$ cat src/rtl/ksa_pipe.sv
// rtl/ksa_pipe.sv - pipelined Kogge-Stone adder with valid/ready handshake
// Optional signed-overflow output ovf is built when KSA_PIPE_OVF_EN is defined.
module ksa_pipe #(
    parameter int WIDTH  = 8,
    parameter int STAGES = 2
) (
    input  logic             clk,
    input  logic             rst,
    input  logic             in_valid,
    output logic             in_ready,
    input  logic [WIDTH-1:0] a,
    input  logic [WIDTH-1:0] b,
    input  logic             c_in,
    output logic             out_valid,
    input  logic             out_ready,
    output logic [WIDTH-1:0] s,
`ifdef KSA_PIPE_OVF_EN
    output logic             c_out,
    output logic             ovf
`else
    output logic             c_out
`endif
);
    localparam int LEVELS = $clog2(WIDTH);
    localparam int PER    = (LEVELS + STAGES) / STAGES;
    localparam int IDX_W  = (LEVELS > 0) ? LEVELS : 1;

    // Ops (prefix levels 0..LEVELS-1, then the sum XOR) are packed toward the
    // output so the XOR always lands in the last stage.
    function automatic int op_stage(input int op);
        return STAGES - 1 - (LEVELS - op) / PER;
    endfunction

    function automatic void prefix_level(
        input  int               lvl,
        input  logic [WIDTH-1:0] g_in,
        input  logic [WIDTH-1:0] p_in,
        output logic [WIDTH-1:0] g_out,
        output logic [WIDTH-1:0] p_out
    );
        logic [IDX_W-1:0] idx;
        g_out = g_in;
        p_out = p_in;
        for (int i = 0; i < WIDTH; i++) begin
            if (i >= (1 << lvl)) begin
                idx      = IDX_W'(i - (1 << lvl));
                g_out[i] = g_in[i] | (p_in[i] & g_in[idx]);
                p_out[i] = p_in[i] & p_in[idx];
            end
        end
    endfunction

    logic [STAGES-1:0] v;
    logic [STAGES-1:0] v_in;
    logic [STAGES-1:0] take;
    logic [STAGES-1:0] load;
    logic              full;

    always_comb begin
        v_in    = '0;
        v_in[0] = in_valid;
        for (int k = 1; k < STAGES; k++) begin
            v_in[k] = v[k-1];
        end
    end

    // A stage can take new content when it, or any stage after it, is empty,
    // or when the output is being consumed this cycle.
    always_comb begin
        take = '0;
        full = 1'b1;
        for (int k = STAGES - 1; k >= 0; k--) begin
            full    = full & v[k];
            take[k] = out_ready || !full;
        end
    end

    assign load      = take & v_in;
    assign in_ready  = take[0] && !rst;
    assign out_valid = v[STAGES-1];

    always_ff @(posedge clk) begin
        if (rst) begin
            v <= '0;
        end else begin
            for (int k = 0; k < STAGES; k++) begin
                if (take[k]) begin
                    v[k] <= v_in[k];
                end
            end
        end
    end

    for (genvar k = 0; k < STAGES; k++) begin : g_stage
        logic [WIDTH-1:0] g_i;
        logic [WIDTH-1:0] p_i;
        logic [WIDTH-1:0] h_i;
        logic             c_i;

        if (k == 0) begin : g_src
            // Carry-in is folded into bit 0 generate so the prefix yields true carries.
            always_comb begin
                h_i    = a ^ b;
                p_i    = a ^ b;
                g_i    = a & b;
                g_i[0] = (a[0] & b[0]) | ((a[0] ^ b[0]) & c_in);
                c_i    = c_in;
            end
        end else begin : g_reg
            always_ff @(posedge clk) begin
                if (load[k-1]) begin
                    g_i <= g_stage[k-1].g_mid.g_o;
                    p_i <= g_stage[k-1].g_mid.p_o;
                    h_i <= g_stage[k-1].h_i;
                    c_i <= g_stage[k-1].c_i;
                end
            end
        end

        if (k < STAGES - 1) begin : g_mid
            logic [WIDTH-1:0] g_o;
            logic [WIDTH-1:0] p_o;
            logic [WIDTH-1:0] g_n;
            logic [WIDTH-1:0] p_n;

            always_comb begin
                g_n = '0;
                p_n = '0;
                g_o = g_i;
                p_o = p_i;
                for (int j = 0; j < LEVELS; j++) begin
                    if (op_stage(j) == k) begin
                        prefix_level(j, g_o, p_o, g_n, p_n);
                        g_o = g_n;
                        p_o = p_n;
                    end
                end
            end
        end else begin : g_last
            logic [WIDTH-1:0] g_f;
            logic [WIDTH-1:0] p_f;
            logic [WIDTH-1:0] g_n;
            logic [WIDTH-1:0] p_n;
            logic [WIDTH-1:0] s_n;
            logic             c_n;

            always_comb begin
                g_n = '0;
                p_n = '0;
                g_f = g_i;
                p_f = p_i;
                for (int j = 0; j < LEVELS; j++) begin
                    if (op_stage(j) == k) begin
                        prefix_level(j, g_f, p_f, g_n, p_n);
                        g_f = g_n;
                        p_f = p_n;
                    end
                end
                s_n = h_i ^ {g_f[WIDTH-2:0], c_i};
                c_n = g_f[WIDTH-1];
            end

            always_ff @(posedge clk) begin
                if (rst) begin
                    s     <= '0;
                    c_out <= 1'b0;
                end else if (load[k]) begin
                    s     <= s_n;
                    c_out <= c_n;
                end
            end

`ifdef KSA_PIPE_OVF_EN
            // Signed overflow equals carry into the MSB differing from carry out.
            always_ff @(posedge clk) begin
                if (rst) begin
                    ovf <= 1'b0;
                end else if (load[k]) begin
                    ovf <= g_f[WIDTH-1] ^ g_f[WIDTH-2];
                end
            end
`endif
        end
    end

endmodule

$ cat config.mk
export PLATFORM = sky130hd
export DESIGN_NAME = ksa_pipe
export DESIGN_NICKNAME = d
export VERILOG_FILES = /design/src/rtl/ksa_pipe.sv
export SDC_FILE = /design/constraint.sdc
export NUM_CORES = 1
export LEC_CHECK = 0
export CAP_MARGIN = 20
export CORE_MARGIN = 2
export CORE_UTILIZATION = 37
export CTS_CLUSTER_DIAMETER = 50
export CTS_CLUSTER_SIZE = 24
export DETAILED_ROUTE_END_ITERATION = 7
export PLACE_DENSITY = 0.72
export SLEW_MARGIN = 20
export SYNTH_ARGS = -nofsm -noshare
export SYNTH_HDL_FRONTEND = slang
export SYNTH_SLANG_ARGS = --single-unit
$ cat constraint.sdc
create_clock -name clk -period 3 [get_ports clk]
set_clock_uncertainty 0.05 [all_clocks]
set_input_delay 0.3 -clock clk [delete_from_list [all_inputs] [get_ports clk]]
set_output_delay 0.3 -clock clk [all_outputs]
set_load 0.02 [all_outputs]
# Yosys cells after proc, flatten, opt, wreduce, memory -nomap -nowiden
# Cells that the tools add are included.
[word_totals]
regBits = 36
input_bits = 21
wordCells = 70
[op_classes]
bitwise = 56
n_reduce_logical = 6
[op_table]
columns = ["cell", "count"]
rows = [
  ["$and 1x1->1", 33],
  ["$or 1x1->1", 18],
  ["$xor 8x8->8", 2],
  ["$and 8x8->8", 1],
  ["$logic_not 1->1", 3],
  ["$and 2x2->2", 1],
  ["$logic_or 1x1->1", 2],
  ["$logic_and 1x1->1", 1],
  ["$xor 1x1->1", 1],
]

# Longest topological paths before layout
# Gate-level depths: netlist of the first run.
[logic_depth]
word_depth = 7
ltp_mapped = 5
ltp_nobuf = 4

# Worst setup path before layout of the first run
# No wires, ideal clock.
[synth_path]
kind = "reg2reg"
start = "register v[1]"
end = "register g_stage[1].c_i, enable pin"
setup_time_ns = 0.432
arrival_time_ns = 2.233
t_required_ns = 2.518
setup_slack_ns = 0.285
stages_incl_launch_ff = 3
path_buffers = 0
period_less_slack_ns = 2.715
cell_sequence = "dfxtp_1 > and2b_2 > a21boi_0"
[synth_between]
elab_chain_cells = 4
[synth_rtl]
columns = ["element", "line_no", "rtl"]
rows = [
  ["start: declaration", "53", "logic [STAGES-1:0] v;"],
  ["start signal: indexed assignment", "88", "v[k] <= v_in[k];"],
  ["$and 1x1->1", "73", "full = full & v[k];"],
  ["$logic_not 1->1", "74", "take[k] = out_ready || !full;"],
  ["$logic_or 1x1->1", "74", ""],
  ["$and 2x2->2", "78", "assign load = take & v_in;"],
  ["net load[0]", "56", "logic [STAGES-1:0] load;"],
  ["end signal: assignment", "115", "c_i <= g_stage[k-1].c_i;"],
  ["end: declaration", "98", "logic c_i;"],
]
# The timed path passes the listed nets, and every way through them passes these cells.
# A chain may end at the register's enable or synchronous reset.

# Worst setup path after layout of the first run
[layout_path]
start = "input port out_ready"
end = "output port in_ready"
[layout_between]
elab_chain_cells = 2
[layout_rtl]
columns = ["element", "line_no", "rtl"]
rows = [
  ["start: declaration", "15", "input logic out_ready,"],
  ["$logic_or 1x1->1", "74", ""],
  ["$logic_and 1x1->1", "79", "assign in_ready = take[0] && !rst;"],
  ["end: declaration", "10", "output logic in_ready,"],
]
# Every way passes these cells.

==> results_dict.tcl, run 1 <==
set metrics [dict create \
    seqPwrFrac_pct 54.0 \
    fp.dieH_um 67.0 \
    ys_warn_count 0 \
    wl_mm 2.31 \
    num_rows 22 \
    setup-tns-final_ps 0 \
    arrival_ps 1780 \
    clock_latency_ps 270 \
    crit_chain "clkdlybuf4s50_1 > and2b_2 > a21oi_1 > clkdlybuf4s50_1" \
    hold_path.class "register to register" \
    peakVddDrop_v 0.000213 \
    synth_seq_cells 32 \
    cp_slowest_cell "clkdlybuf4s50_1" \
    via_per_inst 4.93 \
    syn_inst 118 \
    post_cts_resized 0 \
    route.detailed.drc 0 \
    status "finished, final reports clean" \
    start_util_pct 39.2 \
    seq_area_frac_synth_pct 57.9 \
    cts_tree "yes" \
    start_kind "primary input" \
    power.density_nw_per_um2 516 \
    place_congestion 0.807 \
    postCtsHoldBufs 0 \
    grt_max_degree 22 \
    clkPwrFrac_pct 28.8 \
    finalHoldViolations 0 \
    cts_buffers 5 \
    area_growth_pct 29.6 \
    num_antenna_cells 0 \
    crit_fanout 4 \
    grt_pass1_wl_mm 3.86 \
    postPlaceCellArea_um2 1830 \
    path_class "primary input to primary output" \
    drt_iter0_drc 20 \
    p_sw_uw 232 \
    htreeDepth 2 \
    dieArea_um2 4490 \
    cts_root_buf "clkbuf_8" \
    cts.sinks 32 \
    cap_violations 0 \
    p_leak_nw 0.691 \
    avgSynthCellArea_um2 12.4 \
    critPathMaxStageDelay_ps 620 \
    crit_path_frequent_cell "clkdlybuf4s50_1" \
    grt_antenna_before_repair 0 \
    synth_area_um2 1470 \
    swShare_pct 23.6 \
    firstDrtPassIters 4 \
    end_kind "primary output" \
    grt_remaining_overflow 0 \
    reg2reg_from "v[1]" \
    hp-start "s[5]" \
    timing.final.crit_share_pct 70.9 \
    drive_gt1_share_pct 13.0 \
    p_int_uw 750 \
    die-width_um 67.0 \
    comb_power_share_pct 17.2 \
    final_area_um2 1900 \
    fp.coreArea_um2 3740 \
    cp.required_ps 2650 \
    final_max_slew_viol_count 0 \
    wl_per_cell_um 11.4 \
    crit_start "out_ready" \
    max_freq_ghz 0.470 \
    pin_count 32 \
    yosysUniqueCellTypes 23 \
    syn-num-nets 147 \
    path_clk_slew_ps 60 \
    grt.total_usage_pct 11.8 \
    vias 995 \
    grt_pass1_vias 923 \
    rsz0062_at_grt "no" \
    fin_nets 183 \
    relSlewSlack_pct 72.5 \
    io_buffers 31 \
    final-setup-viol-count 0 \
    total_power_uw 982 \
    clock_path_buffers 2 \
    ant_nets 0 \
    dp_hpwl_mm 1.79 \
    post_cts_buffers 0 \
    worst_slew_pin_slew_ps 411 \
    fin_crit_ps 2130 \
]
## cells by family after synthesis
group           share of synthesized area [%]
compound gates                           19.3
xor+xnor                                 2.98
fa+ha+maj                                6.81
buf+inv                                  2.90
flops                                    57.9
simple gates                             10.1
## cell usage after synthesis
cell	n	area, um^2
o32ai_2	3	48.8
inv_1	3	11.3
and2_4	1	8.76
nand3_1	6	30.0
ha_1	8	100
a211o_1	3	26.3
buf_6	2	22.5
nor2b_1	4	25.0
nand4_1	1	6.26
a21oi_1	18	90.1
nand2_1	8	30.0
o21ai_0	4	20.0
edfxtp_1	21	631
a211oi_2	6	75.1
buf_2	1	5.00
nor2_1	7	26.3
and2b_2	1	8.76
dfxtp_1	11	220
clkbuf_1	1	3.75
nand2b_4	1	13.8
xnor2_1	5	43.8
a21o_1	2	15.0
a21boi_0	1	7.51
## path summary, 6_finish.rpt
kind	end	slack, ps	depth (start not counted)
worst max-delay path	in_ready	870	4
worst max register to register	g_stage[1].h_i[2]	1620	3
worst min register to register	s[5]	440	2
worst min-delay path	s[5]	440	2
## cell usage in the layout (no fill, tap or decap), types with 3 or more instances in the layout
cell / count
a211o_1: 3
nand3_1: 6
clkdlybuf4s50_1: 31
xnor2_1: 5
a211oi_2: 6
ha_1: 8
inv_1: 3
nand2_1: 8
o32ai_2: 3
a21oi_1: 18
o21ai_0: 4
clkbuf_8: 5
edfxtp_1: 21
dfxtp_1: 11
nor2_1: 7
nor2b_1: 4
## metal layers
metal,share of wire [%],GRT usage (%),vias up
met2,47,18.2,33
met5,0,0,-
met1,43,14.3,448
li1,-,-,508
met4,2.5,6.63,0
met3,7.0,4.05,6
## area by class of cell
type / count / area, um^2
multi-input combinational: 79 / 579
sequential: 32 / 851
inverter: 3 / 11.3
tap: 48 / 60.1
clock buffer: 5 / 68.8
clock inverter: 2 / 7.51
timing repair buffer: 33 / 325
fill: 342 / 1840
## power by group through the flow
stage	clock, mW	combinational [mW]	sequential, mW
CTS	0.292	0.170	0.531
global placement	0	0.167	0.539
finish	0.283	0.169	0.531
detailed placement	0	0.168	0.541
floorplan	0	0.0934	0.548
global route	0.311	0.187	0.535
## registers in the layout, summed over array words and instances (netlist names)
register     count
g_stage.g_i      8
s                8
g_stage.h_i      7
g_stage.p_i      5
v                2
c_out            1
g_stage.c_i      1
## stage by stage
stage,hold WS (ps),util (%),cells,setup slack [ps]
finish,440,50.8,202,873
global route,458,50.8,202,819
CTS,446,50.8,202,860
detailed placement,436,48.8,195,855
global placement,434,48.8,195,872
floorplan,349,-,118,285
## critical path: cells and delay by family
family / cells / cell delay (ps)
AND/OR/NAND/NOR: 1 / 250
AO/OA/AOI/OAI: 1 / 150
buffers and inverters: 2 / 1090
(Power assumes the default switching activity.)
==> inputs of run 2 (changes only) <==
PLACE_DENSITY = 0.75   (was 0.72)
clock period = 1.85 ns   (was 3 ns; I/O delays follow)
==> run 2 against run 1 <==
  * Wire length rose by 11%
  * Critical path depth did not move
  * Sequential power is 62% higher
  * Worst setup slack got worse by 630 ps
  * Via count rose by 1.9%
  * Non-clock buffer count up 1
  * Design area rose by 1.2%
  * Sequential cell count unchanged
  * Register-to-register slack lost 1200 ps
  * First-iteration DRC count is 35% higher
  * Worst hold slack improved by 0.66 ps
  * Power grew 66%
==> results_dict.tcl, run 2 (synthesized netlist as in run 1, its figures left out) <==
set metrics [dict create \
    power.density_nw_per_um2 848 \
    timing.final.crit_share_pct 86.9 \
    start_kind "primary input" \
    grt.total_usage_pct 14.2 \
    clock_latency_ps 270 \
    cts_tree "yes" \
    dp_hpwl_mm 1.93 \
    grt_max_degree 22 \
    path_class "primary input to primary output" \
    cp_slowest_cell "clkdlybuf4s50_1" \
    htreeDepth 2 \
    route.detailed.drc 0 \
    utilization_pct 51.5 \
    drt_iter0_drc 27 \
    io_buffers 31 \
    status "finished, final reports clean" \
    postPlaceCellArea_um2 1850 \
    fin_crit_ps 1610 \
    reg2regPathDepth 4 \
    dieArea_um2 4490 \
    clock_path_buffers 2 \
    fin_ws_ps 243 \
    relSlewSlack_pct 71.0 \
    wl_mm 2.55 \
    area_growth_pct 31.2 \
    ant_nets 0 \
    final-setup-viol-count 0 \
    place_inst 196 \
    final_area_um2 1930 \
    finalHoldViolations 0 \
    cts_root_buf "clkbuf_8" \
    num_antenna_cells 0 \
    critPathMaxStageDelay_ps 480 \
    max_freq_ghz 0.622 \
    top_regs "g_stage.g_i x8, s x8, g_stage.h_i x7" \
    vias 1014 \
    fin_nets 184 \
    cp.required_ps 1620 \
    path_clk_slew_ps 60 \
    grt_pass1_vias 997 \
    setup-tns-final_ps 0 \
    fp.dieH_um 67.0 \
    end_kind "primary output" \
    peakVddDrop_v 0.000465 \
    place_congestion 0.813 \
    grt_pass1_wl_mm 4.48 \
    fp.coreArea_um2 3740 \
    instances_no_fill 204 \
    rsz0062_at_grt "no" \
    final_cell_mix "clkdlybuf4s50_1 (30), edfxtp_1 (21), a21oi_1 (18), dfxtp_1 (11)" \
    start_util_pct 39.2 \
    wl_per_cell_um 12.5 \
    final_max_slew_viol_count 0 \
    cap_violations 0 \
    final_common_cell "clkdlybuf4s50_1" \
    arrival_ps 1370 \
    post_cts_buffers 0 \
    grt_remaining_overflow 0 \
    via_per_inst 4.97 \
    hold_path.class "register to register" \
    whs_path_depth 2 \
    cts.sinks 32 \
    pin_count 32 \
    cp_top_family "buffers and inverters" \
    cts_buffers 5 \
    worst_slew_pin_slew_ps 434 \
    place_ws_ps -23.5 \
    critPathBufInv 2 \
    p_leak_nw 0.705 \
    die-width_um 67.0 \
    crit_chain "clkdlybuf4s50_1 > and2b_2 > a21oi_1 > dlygate4sd2_1" \
    num_rows 22 \
    firstDrtPassIters 4 \
    crit_fanout 2 \
    grt_antenna_before_repair 0 \
    crit_cells 4 \
    drive_gt1_share_pct 14.1 \
]
## run 2: cell types whose count changed in the layout (fill, tap and decap cells not counted)
cell and delta:
clkinv_1 -2, clkdlybuf4s50_1 -1, clkbuf_1 +2, clkinv_2 +1, buf_12 +1, dlygate4sd2_1 +1
## run 2: cell type report
| cell class | instances | area [um^2] |
|---|---|---|
| fill | 353 | 1820 |
| sequential | 32 | 851 |
| multi-input combinational | 79 | 579 |
| timing repair buffer | 34 | 344 |
| clock buffer | 7 | 76.3 |
| tap | 48 | 60.1 |
| inverter | 3 | 11.3 |
| clock inverter | 1 | 5.00 |
## run 2: metal layers
metal  vias to the layer above  GRT usage (%)  share of wire [%]  wire, um
li1                        513              -                  -         -
met1                       466           16.5                 47      1190
met2                        33           22.2                 47      1200
met3                         2           6.76                5.7       145
met4                         0           6.12               0.78        20
met5                         -              0                  0         0
## run 2: final timing paths
| path | startpoint | end | slack [ps] |
|---|---|---|---|
| min reg2reg | s[6] | s[6] | 440 |
| max reg2reg | v[1] | g_stage[1].p_i[5] | 420 |
| max | out_ready | in_ready | 240 |
| min | s[6] | s[6] | 440 |
## run 2: repair_timing
action / 4_1_cts / 5_1_grt
resized for setup: 1 / 0
endpoints found under the setup margin: 1 / 0
hold buffers: 0 / 0
## run 2: worst min-delay path: stages (launching register included)
cell	delay, ps
dfxtp_1	310
inv_1	60
o32ai_2	80
## run 2: report_power, final
part,total [mW],internal (mW),switching (mW)
combinational,0.283,0.144,0.138
sequential,0.862,0.829,0.0329
clock,0.490,0.263,0.227
## run 2: stage by stage
step	power, mW	hold WS (ps)
after CTS	1.65	445
after detailed placement	1.16	435
after floorplan	1.04	234
after global routing	1.72	463
after global placement	1.15	432
final	1.63	441
